## config.mk

```make
export PLATFORM = sky130hd
export DESIGN_NAME = spi_dac_tx_flat
export DESIGN_NICKNAME = d
export VERILOG_FILES = /design/src/rtl/spi_dac_tx_if.sv /design/src/rtl/spi_dac_tx.sv /design/src/flat_wrapper.sv
export SDC_FILE = /design/constraint.sdc
export NUM_CORES = 1
export LEC_CHECK = 0
export CAP_MARGIN = 20
export CORE_AREA = 2 2 126 67
export DETAILED_ROUTE_END_ITERATION = 6
export DIE_AREA = 0 0 128 69
export PLACE_DENSITY_LB_ADDON = 0.25
export SLEW_MARGIN = 10
export SYNTH_ARGS = -nofsm -noshare
export SYNTH_HDL_FRONTEND = slang
export SYNTH_SLANG_ARGS = --single-unit
export TNS_END_PERCENT = 30
```

## constraint.sdc

```tcl
create_clock -name clk -period 2.2 [get_ports clk]
set_input_delay 0.44 -clock clk [delete_from_list [all_inputs] [get_ports clk]]
set_output_delay 0.44 -clock clk [all_outputs]
set_load 0.05 [all_outputs]
```

## src/rtl/spi_dac_tx_if.sv

```systemverilog
`default_nettype none
// ============================================================================
// Module   : spi_dac_tx_if
// Purpose  : Level/refresh inputs and DAC pin/status outputs of spi_dac_tx.
// Revision : 1.0 - initial release
// ============================================================================
interface spi_dac_tx_if;
  logic [7:0] level_in;
  logic       refresh;
  logic       sclk;
  logic       mosi;
  logic       cs_n;
  logic       busy;
  logic       done;

  modport master (
    input  level_in, refresh,
    output sclk, mosi, cs_n, busy, done
  );

  modport slave (
    output level_in, refresh,
    input  sclk, mosi, cs_n, busy, done
  );
endinterface
`default_nettype wire

```

## src/rtl/spi_dac_tx.sv

```systemverilog
`default_nettype none
// ============================================================================
// Module   : spi_dac_tx
// Purpose  : Resynchronises the encoder reference level and sends it to an
//            MCP4901-class DAC as 16-bit SPI mode-0 frames on change/refresh.
// Revision : 1.0 - initial release
// ============================================================================
module spi_dac_tx #(
  parameter int unsigned CLK_DIV  = 4,
  parameter logic [3:0]  CFG_BITS = 4'b0011
) (
  input wire           clk,
  input wire           reset_n,
  spi_dac_tx_if.master bus
);

  localparam logic [7:0] c_div_last = 8'(CLK_DIV - 1);

  typedef enum logic [1:0] {
    IDLE  = 2'd0,
    SHIFT = 2'd1,
    HOLD  = 2'd2,
    GAP   = 2'd3
  } state_t;

  logic [7:0]  r_sync1;
  logic [7:0]  r_sync2;
  logic [7:0]  r_cmp;
  logic [7:0]  r_settled;
  logic [7:0]  r_sent;
  logic        r_pend_init;
  logic        r_refresh_pend;
  state_t      r_state;
  logic [15:0] r_shift;
  logic [7:0]  r_phase;
  logic [3:0]  r_bit;
  logic        r_high;
  logic        r_sclk;
  logic        r_mosi;
  logic        r_cs_n;
  logic        r_busy;
  logic        r_done;

  logic        w_launch;
  logic [15:0] w_frame;

  // Left out of reset so the level seen just before a reset is still the
  // settled value sent by the power-up frame after release.
  always_ff @(posedge clk) begin
    r_sync1 <= bus.level_in;
    r_sync2 <= r_sync1;
    r_cmp   <= r_sync2;
    if (r_sync2 == r_cmp) begin
      r_settled <= r_sync2;
    end
  end

  assign w_launch = r_pend_init | r_refresh_pend | (r_settled != r_sent);
  assign w_frame  = {CFG_BITS, r_settled, 4'b0000};

  always_ff @(posedge clk or negedge reset_n) begin
    if (!reset_n) begin
      r_state        <= IDLE;
      r_sent         <= 8'd0;
      r_pend_init    <= 1'b1;
      r_refresh_pend <= 1'b0;
      r_shift        <= 16'd0;
      r_phase        <= 8'd0;
      r_bit          <= 4'd0;
      r_high         <= 1'b0;
      r_sclk         <= 1'b0;
      r_mosi         <= 1'b0;
      r_cs_n         <= 1'b1;
      r_busy         <= 1'b0;
      r_done         <= 1'b0;
    end else begin
      r_done <= 1'b0;
      case (r_state)
        IDLE: begin
          if (w_launch) begin
            r_state        <= SHIFT;
            r_cs_n         <= 1'b0;
            r_busy         <= 1'b1;
            r_sclk         <= 1'b0;
            r_mosi         <= w_frame[15];
            r_shift        <= {w_frame[14:0], 1'b0};
            r_phase        <= c_div_last;
            r_bit          <= 4'd15;
            r_high         <= 1'b0;
            r_sent         <= r_settled;
            r_pend_init    <= 1'b0;
            r_refresh_pend <= 1'b0;
          end
        end
        SHIFT: begin
          if (r_phase != 8'd0) begin
            r_phase <= r_phase - 8'd1;
          end else begin
            r_phase <= c_div_last;
            if (!r_high) begin
              r_high <= 1'b1;
              r_sclk <= 1'b1;
            end else begin
              r_high <= 1'b0;
              r_sclk <= 1'b0;
              if (r_bit == 4'd0) begin
                r_state <= HOLD;
                r_mosi  <= 1'b0;
              end else begin
                r_bit   <= r_bit - 4'd1;
                r_mosi  <= r_shift[15];
                r_shift <= {r_shift[14:0], 1'b0};
              end
            end
          end
        end
        HOLD: begin
          if (r_phase != 8'd0) begin
            r_phase <= r_phase - 8'd1;
          end else begin
            r_phase <= c_div_last;
            r_high  <= 1'b0;
            r_state <= GAP;
            r_cs_n  <= 1'b1;
            r_done  <= 1'b1;
          end
        end
        GAP: begin
          // 2*CLK_DIV does not fit the phase counter, so count two halves.
          if (r_phase != 8'd0) begin
            r_phase <= r_phase - 8'd1;
          end else if (!r_high) begin
            r_high  <= 1'b1;
            r_phase <= c_div_last;
          end else begin
            r_high  <= 1'b0;
            r_state <= IDLE;
            r_busy  <= 1'b0;
          end
        end
        default: r_state <= IDLE;
      endcase
      // A refresh in the launch cycle must survive the latch clear above.
      if (bus.refresh) begin
        r_refresh_pend <= 1'b1;
      end
    end
  end

  assign bus.sclk = r_sclk;
  assign bus.mosi = r_mosi;
  assign bus.cs_n = r_cs_n;
  assign bus.busy = r_busy;
  assign bus.done = r_done;

endmodule
`default_nettype wire

```

## src/flat_wrapper.sv

```systemverilog
// flat-port wrapper written by rule: the top's interface ports become plain ports
module spi_dac_tx_flat 
#(
  parameter int unsigned CLK_DIV  = 4,
  parameter logic [3:0]  CFG_BITS = 4'b0011
)
  (clk, reset_n, bus_level_in, bus_refresh, bus_sclk, bus_mosi, bus_cs_n, bus_busy, bus_done);
  spi_dac_tx_if bus_i ();
  input wire clk;
  input wire reset_n;
  input wire logic [$bits(bus_i.level_in)-1:0] bus_level_in;
  input wire logic [$bits(bus_i.refresh)-1:0] bus_refresh;
  output wire logic [$bits(bus_i.sclk)-1:0] bus_sclk;
  output wire logic [$bits(bus_i.mosi)-1:0] bus_mosi;
  output wire logic [$bits(bus_i.cs_n)-1:0] bus_cs_n;
  output wire logic [$bits(bus_i.busy)-1:0] bus_busy;
  output wire logic [$bits(bus_i.done)-1:0] bus_done;
  assign bus_i.level_in = bus_level_in;
  assign bus_i.refresh = bus_refresh;
  assign bus_sclk = bus_i.sclk;
  assign bus_mosi = bus_i.mosi;
  assign bus_cs_n = bus_i.cs_n;
  assign bus_busy = bus_i.busy;
  assign bus_done = bus_i.done;
  spi_dac_tx #(.CLK_DIV(CLK_DIV), .CFG_BITS(CFG_BITS)) u_core (.clk(clk), .reset_n(reset_n), .bus(bus_i));
endmodule
```

==> impl_metrics.toml <==
[worst_setup_path]
rr_startpoint = "u_core.r_settled[6]"
cp_top_family = "buffers and inverters"
max_stage_delay_ns = 0.80
critPathSlowestCell = "clkdlybuf4s50_1"
cp.arrival_ns = 1.68
crit_required_ns = 1.76
critPathMaxFanout = 3
timing.reg2reg.setup_slack_ns = 0.22
cp_num_buf_inv = 1
path_cells = "clkdlybuf4s50_1"
start_kind = "register"
rr_worst_depth = 6
r2r-end = "u_core.bus.sclk"
critPathKind = "reg2out"
cp-end-kind = "output pin"

[sta]
period_minus_slack_ns = 2.12
drv_slew = 0
finalCritPeriodShare = 0.964
fin_tns_setup_ns = 0
setup_violations = 0
rsz0062_at_grt = "false"
slew_headroom = 0.507
fmax_ghz = 0.472
worst_pin_slew_ns = 0.734
final-hold-violation-count = 0
fin_skew_ns = 0.00683

[clock_network]
cts_tree = "yes"
clkTransAtPathRegs_ns = 0.06
cts_root_buf = "clkbuf_16"
cts_setup_buffers = 0
clock-sinks = 73
cts_buffers = 9
ctsResizeCount = 0
hold_buffers = 0
cts_max_level = 3
clockBufferDepth = 2
clock_latency_ns = 0.34

[synth]
synth-adder-area-share = 0.0293
synth_area_per_cell_sq_um = 12.0
yosysSeqAreaShare = 0.585
yosysTopAreaCellShare = 0.326
ys_dominant_reg_cell = "dfrtp_1"
synth_edf_count = 8
syn_nets = 268
synth_top_family_by_area = "compound AO/OA/AOI/OAI gates"
synthArstFlopShare = 0.562
ys_types = 47
synth_xor_area_frac = 0.0469
synth_compound_area_frac = 0.119
ys_top_cells_by_area = "dfrtp_1 (33%), dfxtp_1 (16%), edfxtp_1 (8.0%), mux2i_1 (3.3%), mux2_2 (3.0%)"
yosysWarnings = 0
syn-instance-count = 250
ys_ff_latch = 73
synthSimpleGateAreaFrac = 0.105
yosys-mux-area-fraction = 0.0787
synth_top_cell_by_area = "dfrtp_1"
synth_area_sq_um = 2990

[grt]
overflow = 0
grt_max_degree = 42
grt_usage = 0.151
grt_pass1_vias = 1921
antenna_found_initial = 0
grt_pass1_wl_microns = 10100

[power_and_ir_drop]
peakVddDrop_mv = 0.482
p_int_mw = 3.37
power_mw = 5.11
p_clk_frac = 0.285
switchingPower_mw = 1.74
comb_power_share = 0.326
power_density_nw_per_um2 = 1420
seqPwrFrac = 0.390
p_leak_nw = 1.49
switching_share = 0.341

[final_layout]
instances_no_fill = 380
fill_cells = 728
finalCoreUtilization = 0.465
final_area_sq_um = 3590
drive_gt1_frac = 0.164
final_nets = 293
layout_commonest_cell = "dfrtp_1"
area_growth_pct = 20.0
final_cell_mix = "dfrtp_1 (39), dfxtp_1 (24), a21oi_1 (15), o21ai_0 (15), clkdlybuf4s50_1 (14)"
antennaDiodeCount = 0

[floorplan]
core_sq_um = 7710
rows = 23
die_y_microns = 69
fp.dieW_microns = 128
num_io_pins = 16
start_util = 0.388
dieArea_sq_um = 8830

[placed_design]
place_inst = 364
dp_hpwl_microns = 4110
portBuffers = 15
gp_congestion = 0.826
placed_area_sq_um = 3290

[drt]
drt_first_pass_iters = 4
vias = 1929
via_per_inst = 5.08
antenna_left = 0
wire_per_inst_microns = 15.3
initialDrtViolationCount = 142
drc_errors = 0
wirelength_microns = 5830

[job]
cap_violations = 0

[run_status]
run_status = "finished, final reports clean"

[worst_hold_path]
hp-class = "in2async"
[cells in the mapped netlist (2+ instances only)]
cell and count:
nor2b_1 4, nor2_1 8, nand2b_1 4, buf_4 4, dfrtp_1 39, inv_1 12
nor3_1 9, clkbuf_1 4, a21oi_1 15, a31oi_1 6, mux2i_1 10, ha_1 7
xnor2_1 8, dfxtp_1 24, edfxtp_1 8, o21ai_0 15, and4_1 2, nand2_1 8
a41oi_1 3, o31ai_1 3, nand4_1 3, xor2_1 8, mux2_2 8, a22o_1 2
buf_2 4, o41ai_1 3, mux2_4 3, nand3_1 5, dfstp_2 2, nor3b_1 2
[final cells by class]
class                      instances  area, sq um  share of cell area
clock inverter                     5         63.8              0.0178
sequential                        73         1750               0.488
timing repair buffer              26          240              0.0670
tap                              100          125              0.0349
inverter                          12         45.0              0.0126
clock buffer                      11          233              0.0649
multi-input combinational        153         1130               0.315
[sequential cells by signal, summed over array words and instances, names as in the netlist, 2 cells and up]
| register | flops |
|---|---|
| u_core.r_bit | 4 |
| u_core.r_cmp | 8 |
| u_core.r_phase | 8 |
| u_core.r_sent | 8 |
| u_core.r_settled | 8 |
| u_core.r_shift | 11 |
| u_core.r_state | 2 |
| u_core.r_sync1 | 8 |
| u_core.r_sync2 | 8 |
[metrics by stage]
stage                     setup slack, ns  hold WS [ns]
final                              0.0796         0.165
after global routing               0.0421         0.218
after CTS                          0.0591         0.190
after detailed placement            0.251         0.312
after global placement              0.226         0.311
after floorplan                     0.457         0.144
[worst max path at each step]
| stage | start | to | slack [ns] | cells past startpoint |
|---|---|---|---|---|
| 6_report | u_core.bus.cs_n | bus_cs_n | 0.08 | 1 |
| 5_1_grt | u_core.bus.cs_n | bus_cs_n | 0.04 | 1 |
| 4_1_cts | u_core.bus.cs_n | bus_cs_n | 0.06 | 1 |
| 3_5_place_dp | u_core.r_settled[6] | u_core.bus.sclk | 0.25 | 6 |
| 3_3_place_gp | u_core.r_settled[6] | u_core.r_state[1] | 0.23 | 5 |
| 2_1_floorplan | u_core.r_phase[0] | u_core.r_state[1] | 0.46 | 7 |
[metal layers]
metal,global-route usage,part of all wire,up-vias
met2,0.172,0.35,40
met4,0.0586,0.012,0
li1,-,-,946
met1,0.247,0.57,934
met3,0.0536,0.062,9
met5,0,0,-
[power groups by stage]
stage / logic (mW) / clock network, mW / registers, mW
floorplan: 1.22 / 0 / 2.01
global placement: 1.64 / 0 / 2.00
CTS: 1.67 / 1.49 / 1.99
detailed placement: 1.67 / 0 / 2.00
finish: 1.66 / 1.45 / 1.99
global route: 1.88 / 1.54 / 2.04
[cell families (layout without fill, tap and decap cells)]
| group | Yosys count | in the layout |
|---|---|---|
| muxes | 21 | 21 |
| adders and majority gates | 7 | 7 |
| DFF | 73 | 73 |
| and+or+nand+nor | 53 | 53 |
| xor gates and xnor gates | 16 | 16 |
| AOI/OAI and AO/OA | 56 | 56 |
| buffers and inverters | 24 | 54 |
Power figures use the tool's default switching activity.
